**config.mk**
```make
export PLATFORM = sky130hd
export DESIGN_NAME = ls_core_mc
export DESIGN_NICKNAME = d
export VERILOG_FILES = /design/src/rtl/ls_core_mc.sv
export SDC_FILE = /design/constraint.sdc
export NUM_CORES = 1
export LEC_CHECK = 0
export ABC_AREA = 0
export CORE_MARGIN = 3
export CORE_UTILIZATION = 49
export CTS_CLUSTER_DIAMETER = 200
export DETAILED_ROUTE_END_ITERATION = 10
export GPL_ROUTABILITY_DRIVEN = 1
export MAX_ROUTING_LAYER = met4
export PLACE_DENSITY = 0.68
export SLEW_MARGIN = 20
export SYNTH_ARGS = -nofsm -noshare
export SYNTH_HDL_FRONTEND = slang
export SYNTH_SLANG_ARGS = --single-unit
```
**constraint.sdc**
```tcl
create_clock -name clk -period 4 [get_ports clk]
set_input_delay 0.6 -clock clk [delete_from_list [all_inputs] [get_ports clk]]
set_output_delay 0.6 -clock clk [all_outputs]
set_load 0.1 [all_outputs]
```
**src/rtl/ls_core_mc.sv**
```systemverilog
// ls_core_mc: multicycle load/store core with a FETCH/EXEC/MEM state machine
// and variable-latency req/valid handshakes to instruction and data memories.
module ls_core_mc #(
    parameter int DW    = 8,
    parameter int RA_W  = 3,
    parameter int IMM_W = 3,
    parameter int PC_W  = 8
) (
    input  logic                      clk,
    input  logic                      reset,
    output logic                      imem_req,
    output logic [PC_W-1:0]           imem_addr,
    input  logic [2+RA_W+IMM_W-1:0]   imem_rdata,
    input  logic                      imem_valid,
    output logic                      dmem_req,
    output logic                      dmem_we,
    output logic [DW-1:0]             dmem_addr,
    output logic [DW-1:0]             dmem_wdata,
    input  logic [DW-1:0]             dmem_rdata,
    input  logic                      dmem_valid,
    output logic                      retire,
    output logic [PC_W-1:0]           retire_pc,
    input  logic [RA_W-1:0]           dbg_raddr,
    output logic [DW-1:0]             dbg_rdata
);
    localparam int IW = 2 + RA_W + IMM_W;
    localparam logic [1:0] OP_LD = 2'b00, OP_ST = 2'b01, OP_ADDI = 2'b10, OP_BNZ = 2'b11;

    typedef enum logic [1:0] {FETCH, EXEC, MEM} state_t;

    state_t            state, state_nx;
    logic [PC_W-1:0]   pc, pc_nx;
    logic [IW-1:0]     ir;
    logic [DW-1:0]     rf [2**RA_W];
    logic [1:0]        op;
    logic [RA_W-1:0]   rd;
    logic [IMM_W-1:0]  imm;
    logic [DW-1:0]     imm_d, rd_val, wb_data;
    logic [PC_W-1:0]   imm_pc;
    logic              wb_en, done, ir_en;

    assign op        = ir[IW-1 -: 2];
    assign rd        = ir[IW-3 -: RA_W];
    assign imm       = ir[IMM_W-1:0];
    assign imm_d     = DW'($signed(imm));
    assign imm_pc    = PC_W'($signed(imm));
    assign rd_val    = rf[rd];
    assign dbg_rdata = rf[dbg_raddr];
    assign imem_addr = pc;

    always_comb begin
        state_nx   = state;
        pc_nx      = pc;
        wb_en      = 1'b0;
        wb_data    = rd_val + imm_d;
        done       = 1'b0;
        ir_en      = 1'b0;
        imem_req   = 1'b0;
        dmem_req   = 1'b0;
        dmem_we    = 1'b0;
        dmem_addr  = '0;
        dmem_wdata = '0;
        case (state)
            FETCH: begin
                imem_req = 1'b1;
                ir_en    = imem_valid;
                state_nx = imem_valid ? EXEC : FETCH;
            end
            EXEC: begin
                wb_en    = (op == OP_ADDI);
                done     = op[1];
                state_nx = op[1] ? FETCH : MEM;
                if (op[1])
                    pc_nx = (op == OP_BNZ && rd_val != '0) ? pc + imm_pc : pc + PC_W'(1);
            end
            MEM: begin
                // request fields derive only from IR and rf, so they hold while waiting
                dmem_req   = 1'b1;
                dmem_we    = (op == OP_ST);
                dmem_addr  = imm_d;
                dmem_wdata = rd_val;
                if (dmem_valid) begin
                    done     = 1'b1;
                    state_nx = FETCH;
                    pc_nx    = pc + PC_W'(1);
                    wb_en    = (op == OP_LD);
                    wb_data  = dmem_rdata;
                end
            end
            default: state_nx = FETCH;
        endcase
    end

    always_ff @(posedge clk) begin
        if (reset) begin
            state     <= FETCH;
            pc        <= '0;
            ir        <= '0;
            retire    <= 1'b0;
            retire_pc <= '0;
            for (int i = 0; i < 2**RA_W; i++)
                rf[i] <= '0;
        end else begin
            state  <= state_nx;
            pc     <= pc_nx;
            retire <= done;
            if (ir_en)
                ir <= imem_rdata;
            if (wb_en)
                rf[rd] <= wb_data;
            if (done)
                retire_pc <= pc;
        end
    end
endmodule
```
After elaboration in Yosys (flattened, before gate mapping)
Memories as Yosys holds them, arrays and structs flattened. A register that Yosys moved wholly into a read port is not among the register bits.
Index checks and enable logic that the tools add are counted.
{ "classes": {"addsub": 3, "n_mul": 0, "n_div": 0, "order_cmp": 0, "n_eq_ne": 7, "shift": 0, "mux": 30, "bitwise_logic": 0, "reduce_logical": 7} }
{ "op_table": {"columns": ["op", "n"], "rows": [
  ["$mux 8", 8],
  ["$add 8x8->8", 2],
  ["$pmux 8 s2", 1],
  ["$mux 1", 13],
  ["$mux 3", 3],
  ["$add 8x1->8 const B", 1],
  ["$reduce_bool 8->1", 1],
  ["$reduce_or 8->1", 1],
  ["$eq 2x2->1 const B", 3],
  ["$pmux 2 s3", 1],
  ["$eq 2x1->1 const B", 2],
  ["$logic_not 2->1", 2],
  ["$mux 2", 2],
  ["$ne 2x2->1 const B", 2],
  ["$pmux 1 s2", 2],
  ["$reduce_and 3->1", 1],
  ["$reduce_bool 2->1", 1],
  ["$logic_and 1x1->1", 1]
]} }
{ "word_totals": {"register_bits": 27, "latch_bits": 0, "mem_bits_rw": 64, "romBits": 0, "input_bits": 23, "out_inout_bits": 44, "elab_cells": 53, "n_memories": 1} }
{ "memory_table": {"columns": ["name", "depth", "word_bits", "read_ports", "rd_clocked_by_memory_dff", "write_ports", "line_no", "rtl"], "rows": [
  ["rf", 8, 8, 2, 1, 8, "34", "logic [DW-1:0] rf [2**RA_W];"]
]} }

Longest topological paths before layout
{ "depth": {"depth_word": 8, "ltp_mapped": 15, "mapped_depth_nobuf": 13} }

Worst setup path before layout
OpenSTA, ideal clock, no wires.
{ "synth_path": {"path_kind": "register -> output", "start": "reg state[0]", "end": "out dmem_we", "t_arrival_ps": 3002, "required_ps": 3400, "setup_slack_ps": 398, "stages_incl_launch_ff": 7, "n_path_buf": 2, "cell_sequence": "dfxtp_1 inv_1 ha_1 clkbuf_1 clkbuf_1 nand2_1 nor2_1"} }
{ "synth_between": {"elab_chain_len": 2} }
{ "synth_rtl": {"columns": ["item", "line_no", "rtl"], "rows": [
  ["start: declaration", "31", "state_t state, state_nx;"],
  ["start signal: assignment", "104", "state <= state_nx;"],
  ["$eq 2x2->1", "63", "case (state)"],
  ["$mux 1", "63", null],
  ["end: declaration", "16", "output logic dmem_we,"]
]} }
Every way passes these cells.

==> impl_results.rst <==
.. list-table::
   :header-rows: 1

   * - Metric
     - Value
   * - H-tree depth
     - 3
   * - Number of warnings printed during yosys synthesis
     - 0
   * - Worst hold-check path type
     - reg2reg
   * - Wire length of the first global-routing pass
     - 22000 µm
   * - Maximum number of pins on one net before global-route repair
     - 36
   * - Finished layout cell area
     - approximately 6400 µm²
   * - Standby leakage power
     - between 2 and 2.5 nW
   * - DRC marker count from the first detailed-route iteration
     - ~330
   * - Root buffer cell
     - sky130_fd_sc_hd__clkbuf_8
   * - Clock latency reported for the late side of the worst-skew pair
     - ~380 ps
   * - Number of iterations in the first detailed-routing pass
     - 4
   * - Startpoint of the worst hold path
     - retire_pc[7]
   * - Status
     - complete, no violations
   * - Area added between synthesis and finish
     - 20.4%
   * - Type of the worst setup path
     - reg2reg
   * - Cell at the slowest stage of the critical path
     - sky130_fd_sc_hd__dfxtp_1
   * - Number of buffers added by the clock tree synthesis step
     - 9
   * - Via density per instance
     - around 5.8
   * - WP data arrival
     - between 3000 and 4000 ps
   * - Number of global-route vias before repair
     - approximately 4000
   * - Placed standard-cell area
     - between 6000 and 7000 µm²
   * - Required time of the critical path
     - between 4000 and 5000 ps
   * - Port bufs
     - 66
   * - Final period util
     - just over 90%
   * - Weighted congestion at the end of routability-driven global placement
     - 0.852
   * - Worst Path Max Fanout
     - 13
   * - Worst hold slack across all endpoints
     - 462 ps
   * - Initial antenna violation count
     - 0
   * - Count of buffers added by post-CTS timing repair for setup
     - 0
   * - Number of synthesized flops with an enable pin
     - 64
   * - Total gr overflow
     - 0
   * - Number of vias in the routed layout
     - 3991
   * - Minimum period implied by the final worst setup slack
     - approximately 3700 ps
   * - Share of async-settable or async-resettable flops after synthesis
     - 0%
   * - RSZ-0062 raised after global routing
     - no
   * - Fraction of final layout cells with drive strength greater than 1
     - between 20% and 30%
   * - Portion of the post-synthesis area used by sequential elements
     - between 40 and 50%
   * - Flip-flop and latch count after synthesis
     - 94
   * - Starting utilization of the core area
     - 50.9%
   * - Count of final max-slew check failures
     - 0
   * - Clock-pin slew reported for the worst setup and hold paths after clock tree synthesis
     - approximately 100 ps
   * - # diodes
     - 0
   * - Number of unique standard cell types used by synthesis
     - a little over 50
   * - Setup violations, final
     - 0
   * - Sinks on Clock Net
     - 94
   * - Cell types occupying the most area after synthesis
     - sky130_fd_sc_hd__edfxtp_1 (36%), sky130_fd_sc_hd__mux4_2 (13%), sky130_fd_sc_hd__dfxtp_1 (11%), sky130_fd_sc_hd__nor2_1 (6.1%), sky130_fd_sc_hd__ha_1 (4.2%)
   * - Filler-free cell count of the finished design
     - roughly 690
   * - Synthesized area
     - about 5300 µm²
   * - Clk buf depth
     - 2
   * - Max VDD drop
     - around 170 µV
   * - List of cells traversed by the critical path
     - mux2_1, mux2i_1, mux2_2, inv_2, ha_1, a21o_1, a21oi_1, o21bai_1, a21oi_1, o21ai_0, xnor2_1, mux2i_1, nor2_1
   * - Nature of the critical path startpoint
     - flop
   * - Hold violation total from the final report
     - 0
   * - Max incr delay on CP
     - approximately 710 ps
   * - Net count after synthesis
     - a little over 500
   * - Max-cap check violation count
     - 0
   * - Final wirelength
     - 14200 µm
   * - Sum of internal, switching and leakage power
     - roughly 2.2 mW
   * - Top cell type by total area after synthesis
     - sky130_fd_sc_hd__edfxtp_1
   * - Die Area
     - roughly 12000 µm²
   * - DP Wirelength
     - 10300 µm
   * - Hold Buf Count CTS
     - 0
   * - Fin Clk Skew
     - ~15 ps
   * - Slew headroom
     - around a third
   * - Average wire per standard cell
     - approximately 21 µm
   * - Top FF cell, synth
     - sky130_fd_sc_hd__edfxtp_1
   * - Average footprint of a synthesized cell
     - about 11 µm²
   * - Core area
     - around 10000 µm²
   * - Vertical extent of the die
     - between 100 and 150 µm
   * - Post-layout nets
     - between 500 and 600
   * - Achievable Freq
     - approximately 270 MHz
   * - Number of top-level design ports
     - 67
   * - Power per unit of standard cell area
     - about 350 nW/µm²
   * - Synthesized instance count
     - between 400 and 500
   * - Number of remaining DRC errors
     - 0
   * - Placed cell count
     - approximately 670
   * - Kind of end point of the critical path
     - flop
   * - Slew of the pin with the lowest slew margin
     - between 900 and 1000 ps
   * - FP Rows
     - 37
   * - Clock tree from TritonCTS
     - yes
   * - Top-area cell type share of the netlist area
     - roughly 36%
   * - Global-route usage over all layers
     - 25.6%
   * - Post-cts sizing count
     - 0
   * - Summed negative setup slack over all endpoints
     - 0 ps
   * - Floorplan die width
     - 110 µm
   * - Number of nets with antenna violations after detailed routing
     - 0
## final timing paths
check	slack, ps	end	cells past startpoint
max reg2reg	270	rf[2][7]	13
min	460	retire_pc[7]	2
max	270	rf[2][7]	13
min reg2reg	460	retire_pc[7]	2
## placed cells by master, fill, tap and decap left out, types with 3 or more instances in the layout
cell type / n
sky130_fd_sc_hd__xor2_1: 5
sky130_fd_sc_hd__ha_1: 18
sky130_fd_sc_hd__nor2_1: 86
sky130_fd_sc_hd__mux2_2: 16
sky130_fd_sc_hd__clkbuf_8: 9
sky130_fd_sc_hd__dfxtp_1: 30
sky130_fd_sc_hd__inv_2: 3
sky130_fd_sc_hd__xnor2_1: 7
sky130_fd_sc_hd__mux4_2: 30
sky130_fd_sc_hd__a21o_1: 3
sky130_fd_sc_hd__nand2b_1: 14
sky130_fd_sc_hd__inv_1: 8
sky130_fd_sc_hd__o21ai_1: 9
sky130_fd_sc_hd__o21ai_0: 4
sky130_fd_sc_hd__inv_6: 3
sky130_fd_sc_hd__buf_12: 8
sky130_fd_sc_hd__nand2_1: 35
sky130_fd_sc_hd__a211oi_1: 4
sky130_fd_sc_hd__and2_1: 10
sky130_fd_sc_hd__nor2b_1: 5
sky130_fd_sc_hd__mux2_1: 4
sky130_fd_sc_hd__nand3b_1: 3
sky130_fd_sc_hd__nor3_1: 3
sky130_fd_sc_hd__edfxtp_1: 64
sky130_fd_sc_hd__clkdlybuf4s50_1: 41
sky130_fd_sc_hd__nand3_1: 22
sky130_fd_sc_hd__a21oi_1: 26
sky130_fd_sc_hd__mux2i_1: 6
sky130_fd_sc_hd__buf_4: 43
## cells by family (layout without fill, tap and decap cells)
kind of cell | after synthesis | after routing | share of synthesized area (%)
and+or+nand+nor | 186 | 186 | 16.0
DFF | 94 | 94 | 47.5
AOI/OAI and AO/OA | 61 | 61 | 7.19
muxes | 57 | 57 | 18.4
buffers and inverters | 42 | 119 | 3.94
adders and majority gates | 20 | 20 | 5.00
xor gates and xnor gates | 12 | 12 | 1.98
## flip-flops by register name, indices dropped and copies added, names as in the netlist, named ones only
signal     flops
imem_addr      8
ir             8
retire         1
retire_pc      8
rf            64
state          2
## cell usage after synthesis (all sizes together) (2+ instances only)
library cell / count
a211oi: 4
a21o: 3
a21oi: 26
and2: 10
and3: 2
buf: 15
clkbuf: 16
dfxtp: 30
edfxtp: 64
fa: 2
ha: 18
inv: 11
mux2: 21
mux2i: 6
mux4: 30
nand2: 35
nand2b: 14
nand3: 22
nand3b: 3
nand4b: 2
nor2: 86
nor2b: 5
nor3: 3
o21a: 2
o21ai: 13
o21bai: 2
xnor2: 7
xor2: 5
## report_power, final
| part | leakage, nW | switching, mW | internal [mW] |
|---|---|---|---|
| clock network | 0.0945 | 0.382 | 0.240 |
| logic | 1.40 | 0.313 | 0.194 |
| registers | 0.904 | 0.0355 | 1.07 |
| total | 2.40 | 0.730 | 1.50 |
## layout make-up
class / count / area [µm²]
Clock buffer: 9 / 124
Clock inverter: 7 / 61.3
Fill cell: 870 / 4030
Inverter: 11 / 41.3
Multi-Input combinational cell: 336 / 2570
Sequential cell: 94 / 2520
Tap cell: 136 / 170
Timing Repair Buffer: 92 / 893
## critical path, delay by kind of cell (launching register included)
kind,cells,cell delay [ps]
fa+ha+maj,1,260
flops,1,710
compound gates,5,960
buf+inv,1,50
simple gates,1,100
mux,4,1220
xor+xnor,1,150
## stage by stage
step | util, % | setup slack, ps
2_1_floorplan | - | 398
3_3_place_gp | 59.5 | 554
3_5_place_dp | 59.5 | 292
4_1_cts | 61.3 | 260
5_1_grt | 61.3 | 20.5
6_report | 61.3 | 272
## per-layer routing
layer | part of all wire [%] | global-route usage (%) | wire length (µm)
met1 | 45 | 36.0 | 6370
met2 | 46 | 38.1 | 6570
met3 | 7.2 | 3.84 | 1020
met4 | 2.0 | 8.99 | 282
met5 | 0 | - | 0
Power figures use the tool's default switching activity.
